[config.mk]
export PLATFORM = sky130hd
export DESIGN_NAME = sobel_window_shifter
export DESIGN_NICKNAME = d
export VERILOG_FILES = /design/src/rtl/sobel_window_shifter.sv
export SDC_FILE = /design/constraint.sdc
export NUM_CORES = 1
export LEC_CHECK = 0
export BUFFER_PORTS_ARGS = -buffer_cell sky130_fd_sc_hd__buf_2
export CAP_MARGIN = 20
export CORE_UTILIZATION = 49
export DETAILED_ROUTE_END_ITERATION = 7
export PLACE_DENSITY = 0.7
export SETUP_SLACK_MARGIN = 0.05
export SLEW_MARGIN = 20
export SYNTH_ARGS = -nofsm -noshare
export SYNTH_HDL_FRONTEND = slang
export SYNTH_SLANG_ARGS = --single-unit
[constraint.sdc]
create_clock -name clk -period 2.6 [get_ports clk]
set_input_delay 0.13 -clock clk [delete_from_list [all_inputs] [get_ports clk]]
set_output_delay 0.13 -clock clk [all_outputs]
set_load 0.01 [all_outputs]
[src/rtl/sobel_window_shifter.sv]
// WIN x WIN pixel window for Sobel filtering with left/right/down shifts for snake traversal.
// Vacated slots are refilled from the pixel read stream, tracked by an explicit fill pointer.
module sobel_window_shifter #(
   parameter int unsigned DATA_W = 8,
   parameter int unsigned WIN    = 3,
   parameter int unsigned CNT_W  = $clog2(WIN*WIN+1)
) (
   input  logic                      clk,
   input  logic                      rst,
   input  logic                      start_shift,
   input  logic [1:0]                shift_direc,
   input  logic                      start_read,
   input  logic [DATA_W-1:0]         data_r,
   output logic [WIN*WIN*DATA_W-1:0] window,
   output logic                      window_valid,
   output logic                      read_done,
   output logic                      shift_done,
   output logic [CNT_W-1:0]          fill_remaining,
   output logic                      err
);

   localparam int unsigned NPIX = WIN * WIN;

   typedef enum logic [1:0] {StFullFill, StEdgeFill, StReady} state_e;

   state_e            state_q, state_d;
   logic [DATA_W-1:0] win_q [NPIX];
   logic [DATA_W-1:0] win_d [NPIX];
   logic [CNT_W-1:0]  ptr_q, ptr_d;
   logic [CNT_W-1:0]  fill_q, fill_d;
   logic              col_step_q, col_step_d;
   logic              valid_q, valid_d;
   logic              read_done_q, read_done_d;
   logic              shift_done_q, shift_done_d;
   logic              err_q, err_d;

   always_comb begin
      state_d      = state_q;
      win_d        = win_q;
      ptr_d        = ptr_q;
      fill_d       = fill_q;
      col_step_d   = col_step_q;
      valid_d      = valid_q;
      read_done_d  = 1'b0;
      shift_done_d = 1'b0;
      err_d        = 1'b0;
      unique case (state_q)
         StFullFill, StEdgeFill: begin
            if (start_read) begin
               for (int i = 0; i < NPIX; i++) begin
                  if (ptr_q == CNT_W'(i)) win_d[i] = data_r;
               end
               // Column refills walk down a column, so the pointer steps by a whole row.
               ptr_d       = ptr_q + (col_step_q ? CNT_W'(WIN) : CNT_W'(1));
               fill_d      = fill_q - CNT_W'(1);
               read_done_d = 1'b1;
               if (fill_q == CNT_W'(1)) begin
                  state_d = StReady;
                  valid_d = 1'b1;
               end
            end
            if (start_shift) err_d = 1'b1;
         end
         StReady: begin
            if (start_shift && shift_direc != 2'b00) begin
               shift_done_d = 1'b1;
               valid_d      = 1'b0;
               fill_d       = CNT_W'(WIN);
               state_d      = StEdgeFill;
               unique case (shift_direc)
                  2'b01: begin
                     for (int r = 0; r < WIN; r++) begin
                        for (int c = 0; c < WIN - 1; c++) win_d[r*WIN+c] = win_q[r*WIN+c+1];
                        win_d[r*WIN+WIN-1] = '0;
                     end
                     ptr_d      = CNT_W'(WIN - 1);
                     col_step_d = 1'b1;
                  end
                  2'b10: begin
                     for (int r = 0; r < WIN; r++) begin
                        for (int c = 1; c < WIN; c++) win_d[r*WIN+c] = win_q[r*WIN+c-1];
                        win_d[r*WIN] = '0;
                     end
                     ptr_d      = '0;
                     col_step_d = 1'b1;
                  end
                  2'b11: begin
                     for (int r = 1; r < WIN; r++) begin
                        for (int c = 0; c < WIN; c++) win_d[r*WIN+c] = win_q[(r-1)*WIN+c];
                     end
                     for (int c = 0; c < WIN; c++) win_d[c] = '0;
                     ptr_d      = '0;
                     col_step_d = 1'b0;
                  end
                  default: ;
               endcase
            end
            // A read in READY is always dropped, even alongside a legal shift.
            err_d = (start_shift && shift_direc == 2'b00) || start_read;
         end
         default: state_d = StFullFill;
      endcase
   end

   always_ff @(posedge clk) begin
      if (rst) begin
         state_q      <= StFullFill;
         for (int i = 0; i < NPIX; i++) win_q[i] <= '0;
         ptr_q        <= '0;
         fill_q       <= CNT_W'(NPIX);
         col_step_q   <= 1'b0;
         valid_q      <= 1'b0;
         read_done_q  <= 1'b0;
         shift_done_q <= 1'b0;
         err_q        <= 1'b0;
      end else begin
         state_q      <= state_d;
         win_q        <= win_d;
         ptr_q        <= ptr_d;
         fill_q       <= fill_d;
         col_step_q   <= col_step_d;
         valid_q      <= valid_d;
         read_done_q  <= read_done_d;
         shift_done_q <= shift_done_d;
         err_q        <= err_d;
      end
   end

   for (genvar gi = 0; gi < NPIX; gi++) begin : g_window
      assign window[gi*DATA_W +: DATA_W] = win_q[gi];
   end

   assign window_valid   = valid_q;
   assign read_done      = read_done_q;
   assign shift_done     = shift_done_q;
   assign fill_remaining = fill_q;
   assign err            = err_q;

endmodule

==> results of run 1 <==
[through the flow]
| stage | hold slack [ns] | setup WS, ns | instance area [um^2] | total power [W] |
|---|---|---|---|---|
| after floorplan | 0.273 | 0.673 | 4720 | 0.00185 |
| after global placement | 0.427 | 0.514 | 5280 | 0.00203 |
| after detailed placement | 0.473 | 0.376 | 5280 | 0.00204 |
| after CTS | 0.0960 | 0.337 | 5450 | 0.00289 |
| after global routing | 0.122 | 0.141 | 5450 | 0.00301 |
| final | 0.108 | 0.329 | 5450 | 0.00289 |
[kinds of logic after synthesis]
family          Yosys count
compound gates          156
xor+xnor                  4
fa+ha+maj                 4
buf+inv                  57
flops                    87
mux                      33
simple gates            229
[routing by layer]
| layer | vias up | wire length, um | track usage |
|---|---|---|---|
| li1 | 2255 | - | - |
| met1 | 2234 | 7380 | 0.471 |
| met2 | 242 | 6090 | 0.418 |
| met3 | 20 | 1300 | 0.0606 |
| met4 | 0 | 220 | 0.106 |
| met5 | - | 0 | 0 |
[area by class of cell]
cell class,count,area [um^2],area share
inverters,6,22.5,0.00413
clock buffers,9,124,0.0227
multi-input cells,426,2740,0.503
repair buffers,109,613,0.112
clock inverters,7,48.8,0.00895
well taps,129,161,0.0296
flip-flops and latches,87,1740,0.319
[cells in the mapped netlist, types with 2 or more instances]
master,n,share of area
sky130_fd_sc_hd__or4_1,8,0.013
sky130_fd_sc_hd__a311o_1,16,0.034
sky130_fd_sc_hd__xnor2_1,3,0.0056
sky130_fd_sc_hd__inv_1,6,0.0048
sky130_fd_sc_hd__o211ai_1,8,0.013
sky130_fd_sc_hd__nand3b_1,10,0.016
sky130_fd_sc_hd__nor3b_1,4,0.0064
sky130_fd_sc_hd__buf_1,2,0.0016
sky130_fd_sc_hd__a22oi_1,4,0.0064
sky130_fd_sc_hd__a211oi_1,16,0.025
sky130_fd_sc_hd__nand3_1,10,0.011
sky130_fd_sc_hd__buf_6,2,0.0048
sky130_fd_sc_hd__dfxtp_1,87,0.37
sky130_fd_sc_hd__mux2i_1,32,0.068
sky130_fd_sc_hd__o22ai_2,2,0.0053
sky130_fd_sc_hd__clkbuf_1,39,0.031
sky130_fd_sc_hd__a2bb2oi_1,2,0.0037
sky130_fd_sc_hd__a311oi_1,17,0.032
sky130_fd_sc_hd__ha_1,3,0.0079
sky130_fd_sc_hd__o22ai_1,2,0.0026
sky130_fd_sc_hd__nand2b_1,18,0.024
sky130_fd_sc_hd__o211a_1,16,0.034
sky130_fd_sc_hd__buf_2,7,0.0074
sky130_fd_sc_hd__a21oi_1,46,0.049
sky130_fd_sc_hd__nor3_1,44,0.047
sky130_fd_sc_hd__nor2_1,72,0.057
sky130_fd_sc_hd__a2111oi_0,8,0.015
sky130_fd_sc_hd__or3b_2,2,0.0037
sky130_fd_sc_hd__and2_1,8,0.011
sky130_fd_sc_hd__nor2b_1,10,0.013
sky130_fd_sc_hd__nand2_1,38,0.030
sky130_fd_sc_hd__o21ai_0,9,0.0095
[state kept, by name, indices dropped and copies added, names as in the netlist]
signal          flops
col_step_q          1
err                 1
fill_remaining      4
ptr_q               4
read_done           1
shift_done          1
state_q             2
window             72
window_valid        1
[final timing paths]
| path | start | endpoint | cells past startpoint |
|---|---|---|---|
| worst max register to register | state_q[1] | window[64] | 6 |
| worst min register to register | window[55] | window[55] | 2 |
| worst min-delay path | start_shift | err | 3 |
| worst max-delay path | state_q[1] | window[64] | 6 |
[power by group through the flow]
| stage | clock [W] | combinational [W] | sequential (W) |
|---|---|---|---|
| floorplan | 0 | 0.000336 | 0.00151 |
| global placement | 0 | 0.000512 | 0.00151 |
| detailed placement | 0 | 0.000522 | 0.00152 |
| CTS | 0.000882 | 0.000524 | 0.00149 |
| global route | 0.000934 | 0.000581 | 0.00150 |
| finish | 0.000867 | 0.000532 | 0.00149 |
[cells in the final DEF, fill, tap and decap left out, types with 3 or more instances in the layout]
| cell type | count |
|---|---|
| sky130_fd_sc_hd__nand3_1 | 10 |
| sky130_fd_sc_hd__nor2_1 | 72 |
| sky130_fd_sc_hd__a21oi_1 | 46 |
| sky130_fd_sc_hd__xnor2_1 | 3 |
| sky130_fd_sc_hd__buf_4 | 15 |
| sky130_fd_sc_hd__nor3_1 | 44 |
| sky130_fd_sc_hd__o211a_1 | 16 |
| sky130_fd_sc_hd__ha_1 | 3 |
| sky130_fd_sc_hd__nand2_1 | 38 |
| sky130_fd_sc_hd__nor2b_1 | 9 |
| sky130_fd_sc_hd__and2_1 | 8 |
| sky130_fd_sc_hd__nand2b_1 | 18 |
| sky130_fd_sc_hd__clkbuf_8 | 9 |
| sky130_fd_sc_hd__dfxtp_1 | 87 |
| sky130_fd_sc_hd__a311oi_1 | 17 |
| sky130_fd_sc_hd__inv_1 | 6 |
| sky130_fd_sc_hd__or4_1 | 8 |
| sky130_fd_sc_hd__buf_2 | 92 |
| sky130_fd_sc_hd__a2111oi_0 | 8 |
| sky130_fd_sc_hd__a211oi_1 | 16 |
| sky130_fd_sc_hd__a22oi_1 | 4 |
| sky130_fd_sc_hd__clkinv_2 | 3 |
| sky130_fd_sc_hd__a311o_1 | 16 |
| sky130_fd_sc_hd__nand3b_1 | 10 |
| sky130_fd_sc_hd__mux2i_1 | 32 |
| sky130_fd_sc_hd__o21ai_0 | 9 |
| sky130_fd_sc_hd__o211ai_1 | 8 |
| sky130_fd_sc_hd__nor3b_1 | 4 |
[worst register-to-register path, cell delays in order (launching register included)]
cell,delay (ns)
sky130_fd_sc_hd__dfxtp_1,0.65
sky130_fd_sc_hd__nor2b_2,0.37
sky130_fd_sc_hd__buf_12,0.24
sky130_fd_sc_hd__a32o_1,0.53
sky130_fd_sc_hd__buf_4,0.22
sky130_fd_sc_hd__nor2_1,0.04
sky130_fd_sc_hd__nor3_1,0.17
==> impl_metrics.py, run 1 <==
metrics = {
    "logic_synthesis": {
        "mean_cell_area_of_the_mapped_netlist_um2": 8.28,
        "synth_enable_flop_cells": 0,
        "synth-seq-cells": 87,
        "synthXorXnorAreaFrac": 0.00742,
        "ys_async_sr_fraction": 0,
        "synth.cell_area_um2": 4720,
        "mappedNetlistNets": 588,
        "seq_area_frac_synth": 0.369,
        "synth_warnings": 0,
        "synth_simple_gate_area_share": 0.241,
        "largest_family_of_logic_cells_by_synthesized_area": "compound AO/OA/AOI/OAI gates",
        "synthCells": 570,
        "ys_dominant_reg_cell": "sky130_fd_sc_hd__dfxtp_1",
        "netlist-cell-type-count": 51,
        "muxShareOfSynthArea": 0.0702,
        "share_of_the_synthesized_area_in_compound_gates_ao_oa_aoi_oai": 0.250,
        "synth-adder-area-share": 0.0122,
    },
    "critical_path": {
        "worst-endpoint-required_ns": 2.89,
        "crit_arrival_ns": 2.56,
        "critPathCaptureType": "flop",
        "type_of_origin_of_the_critical_path": "flop",
        "ff2ff_setup_slack_ns": 0.33,
        "worstSetupPathType": "reg -> reg",
        "slowest_stage": "sky130_fd_sc_hd__dfxtp_1",
        "critical_path_peak_fanout": 35,
        "cp.buffers_inverters": 2,
        "cp_slowest_stage_delay_ns": 0.65,
        "cell_by_cell_trace_of_the_critical_path": "nor2b_2 -> buf_12 -> a32o_1 -> buf_4 -> nor2_1 -> nor3_1",
        "path_delay_family": "flip-flops",
    },
    "timing": {
        "fmaxAchievable_mhz": 440,
        "setup_total_negative_slack_ns": 0,
        "rsz0062_at_grt": "no",
        "timing.slew.headroom": 0.391,
        "worst-slew-pin-transition_ns": 0.911,
        "finalSetupViolCount": 0,
        "period_needed_ns": 2.27,
        "timing_max_transition_violations_final": 0,
        "post-route-period-util": 0.873,
        "finalClockSkew_ns": 0.0118,
        "final-hold-violation-count": 0,
    },
    "cts": {
        "total_of_hold_buffers_inserted_after_clock_tree_synthesis": 0,
        "cts_tree": "done",
        "insertion_delay_ns": 0.36,
        "cts.clk_slew.worst_paths_ns": 0.09,
        "cts_made_buffers": 9,
        "total_number_of_h_tree_levels": 3,
        "post_cts_resize_count": 0,
        "clk_root_buffer_cell": "sky130_fd_sc_hd__clkbuf_8",
        "post_cts_buffers": 0,
        "cts.sink_count": 87,
        "cts-root-to-sink-buffers": 2,
    },
    "global_routing": {
        "largest_net_degree_at_the_start_of_global_routing": 61,
        "antenna_found_initial": 0,
        "grt_overflow_total": 0,
        "vias_in_the_first_global_route": 4339,
        "first_pass_grt_wire_length_mm": 23.9,
        "grt_usage": 0.306,
    },
    "placement": {
        "final_hpwl_from_detailed_placement_mm": 10.5,
        "place.port_buffers": 93,
        "gp_congestion": 0.940,
        "numPlacedInstances": 757,
    },
    "floorplan": {
        "num_rows": 35,
        "top_level_ports": 94,
        "initial_cell_density_of_the_core": 0.509,
        "floorplan.die.height_um": 100,
        "die-width_um": 100,
        "core_um2": 9280,
        "dieArea_um2": 10000,
    },
    "routing": {
        "drt_first_pass_iters": 5,
        "drt_iter0_markers": 308,
        "via_per_inst": 6.15,
        "route.detailed.wl_per_inst_um": 19.4,
        "finalWirelength_mm": 15.0,
        "vias": 4751,
        "route.detailed.drc": 0,
        "drtAntennaViolNets": 0,
    },
    "power_and_ir_drop": {
        "power.static_leakage_nw": 2.22,
        "p_switching_w": 0.000939,
        "clock_power_share": 0.300,
        "powerDensity_nw_per_um2": 530,
        "internal-power_w": 0.00195,
        "share_seq_of_total_power": 0.516,
        "sw_ratio": 0.325,
        "pwr-share-comb": 0.184,
        "peakVddDrop_mv": 0.260,
    },
    "finish": {
        "n_antenna_cell": 0,
        "n_fill_cell": 851,
        "fin_util": 0.587,
        "syn_to_final_growth_pct": 15.5,
        "final_net_count": 657,
        "layout.cells.non_filler": 773,
        "final_layout_size_suffix_gt1_frac": 0.211,
    },
    "min_path": {
        "hold_path.class": "in -> reg",
    },
    "job": {
        "max-cap-violations": 0,
    },
    "run_status": {
        "status": "complete, no violations",
    },
}
Power figures use the tool's default switching activity.
==> run 2, diff against run 1 <==
--- a/config.mk
+++ b/config.mk
@@ -7,9 +7,10 @@
 export LEC_CHECK = 0
 export BUFFER_PORTS_ARGS = -buffer_cell sky130_fd_sc_hd__buf_2
 export CAP_MARGIN = 20
-export CORE_UTILIZATION = 49
+export CORE_UTILIZATION = 35
+export CTS_CLUSTER_SIZE = 10
 export DETAILED_ROUTE_END_ITERATION = 7
-export PLACE_DENSITY = 0.7
+export PLACE_DENSITY = 0.53
 export SETUP_SLACK_MARGIN = 0.05
 export SLEW_MARGIN = 20
 export SYNTH_ARGS = -nofsm -noshare
==> constraint.sdc (replaced) <==
create_clock -name clk -period 2.6 [get_ports clk]
set_input_delay 0.78 -clock clk [delete_from_list [all_inputs] [get_ports clk]]
set_output_delay 0.78 -clock clk [all_outputs]
set_load 0.01 [all_outputs]
==> impl_metrics.py, run 2 (same netlist as run 1, synthesis figures left out) <==
metrics = {
    "cts": {
        "cts.sink_count": 87,
        "clk_root_buffer_cell": "sky130_fd_sc_hd__clkbuf_16",
        "total_number_of_h_tree_levels": 3,
        "post_cts_resize_count": 0,
        "cts_made_buffers": 9,
        "cts.clk_slew.worst_paths_ns": 0.07,
        "total_of_hold_buffers_inserted_after_clock_tree_synthesis": 0,
        "cts_tree": "done",
        "cts-root-to-sink-buffers": 2,
        "post_cts_buffers": 0,
        "insertion_delay_ns": 0.35,
    },
    "floorplan": {
        "floorplan.die.height_um": 118,
        "core_um2": 13200,
        "initial_cell_density_of_the_core": 0.358,
        "dieArea_um2": 14000,
        "top_level_ports": 94,
        "die-width_um": 118,
        "num_rows": 42,
    },
    "power_and_ir_drop": {
        "fin_total_pwr_w": 0.00332,
        "peakVddDrop_mv": 0.305,
        "sw_ratio": 0.300,
        "p_switching_w": 0.000994,
        "internal-power_w": 0.00232,
        "power.static_leakage_nw": 2.33,
        "clock_power_share": 0.384,
        "powerDensity_nw_per_um2": 580,
        "pwr-share-comb": 0.169,
        "share_seq_of_total_power": 0.447,
    },
    "routing": {
        "drt_first_pass_iters": 8,
        "drt_iter0_markers": 448,
        "route.detailed.drc": 5,
        "drtAntennaViolNets": 0,
        "via_per_inst": 5.75,
        "vias": 4763,
        "route.detailed.wl_per_inst_um": 19.5,
        "finalWirelength_mm": 16.2,
    },
    "finish": {
        "final_net_count": 666,
        "final_layout_size_suffix_gt1_frac": 0.221,
        "fin_util": 0.433,
        "n_antenna_cell": 0,
        "largest_register_ff_count": 72,
        "layout.cells.non_filler": 829,
        "layout.cells.most_common_list": "93 x sky130_fd_sc_hd__buf_2, 87 x sky130_fd_sc_hd__dfxtp_1, 72 x sky130_fd_sc_hd__nor2_1",
        "layout_commonest_cell": "sky130_fd_sc_hd__buf_2",
        "syn_to_final_growth_pct": 21.0,
    },
    "critical_path": {
        "critical_path_peak_fanout": 16,
        "worst-endpoint-required_ns": 2.88,
        "worstSetupPathType": "reg -> reg",
        "startpoint": "ptr_q[2]",
        "type_of_origin_of_the_critical_path": "flop",
        "crit_arrival_ns": 2.26,
        "crit-reg2reg-launch": "ptr_q[2]",
        "critPathCaptureType": "flop",
    },
    "global_routing": {
        "grt_usage": 0.231,
        "first_pass_grt_wire_length_mm": 25.3,
        "grt_overflow_total": 0,
        "antenna_found_initial": 0,
        "largest_net_degree_at_the_start_of_global_routing": 60,
        "vias_in_the_first_global_route": 4231,
    },
    "min_path": {
        "hold_start": "window[48]",
        "hold_path.class": "reg -> reg",
    },
    "timing": {
        "final-hold-violation-count": 0,
        "fmaxAchievable_mhz": 505,
        "timing.slew.headroom": 0.553,
        "worst-slew-pin-transition_ns": 0.670,
        "rsz0062_at_grt": "no",
        "setup_total_negative_slack_ns": 0,
        "timing_max_transition_violations_final": 0,
        "finalClockSkew_ns": 0.0102,
        "post-route-period-util": 0.762,
        "finalSetupViolCount": 0,
        "period_needed_ns": 1.98,
    },
    "placement": {
        "numPlacedInstances": 813,
        "place.port_buffers": 93,
        "gp_congestion": 0.825,
        "final_hpwl_from_detailed_placement_mm": 11.4,
    },
    "run_status": {
        "failed_checks": "DRC",
        "status": "finished, violations left",
    },
    "job": {
        "max-cap-violations": 0,
    },
}
run 2: cell type report:
cell class | count | area [um^2]
clock inverters | 4 | 28.8
multi-input cells | 426 | 2740
repair buffers | 118 | 703
well taps | 176 | 220
inverters | 6 | 22.5
fillers | 1347 | 7480
flip-flops and latches | 87 | 1740
clock buffers | 12 | 256
run 2: layer usage:
metal	vias to the layer above	GRT usage	part of all wire
met2	179	0.316	0.41
li1	2270	-	-
met5	-	0	0
met4	0	0.0593	0.013
met1	2300	0.361	0.52
met3	14	0.0463	0.064
run 2: final timing paths:
kind | endpoint | slack [ns] | cells past startpoint
max | window[28] | 0.62 | 4
min | window[48] | 0.47 | 2
max reg2reg | window[28] | 0.62 | 4
min reg2reg | window[48] | 0.47 | 2
run 2: through the flow:
step,worst slack [ns],instance area (um^2),hold WS (ns)
floorplan,0.310,4720,0.487
global placement,0.406,5430,0.456
detailed placement,0.333,5430,0.461
CTS,0.625,5710,0.473
global route,0.447,5710,0.504
finish,0.618,5710,0.471
run 2: power groups by stage:
| stage | clock network (W) | logic, W | registers [W] |
|---|---|---|---|
| after floorplan | 0 | 0.000336 | 0.00151 |
| after global placement | 0 | 0.000546 | 0.00151 |
| after detailed placement | 0 | 0.000553 | 0.00151 |
| after CTS | 0.00129 | 0.000555 | 0.00148 |
| after global routing | 0.00135 | 0.000612 | 0.00149 |
| final | 0.00127 | 0.000560 | 0.00148 |
run 2: worst max-delay path: stages, from the launching register on:
cell                      delay (ns)
sky130_fd_sc_hd__dfxtp_1        0.40
sky130_fd_sc_hd__or3b_4         0.45
sky130_fd_sc_hd__o32a_4         0.40
sky130_fd_sc_hd__or4_1          0.53
sky130_fd_sc_hd__a21oi_1        0.14
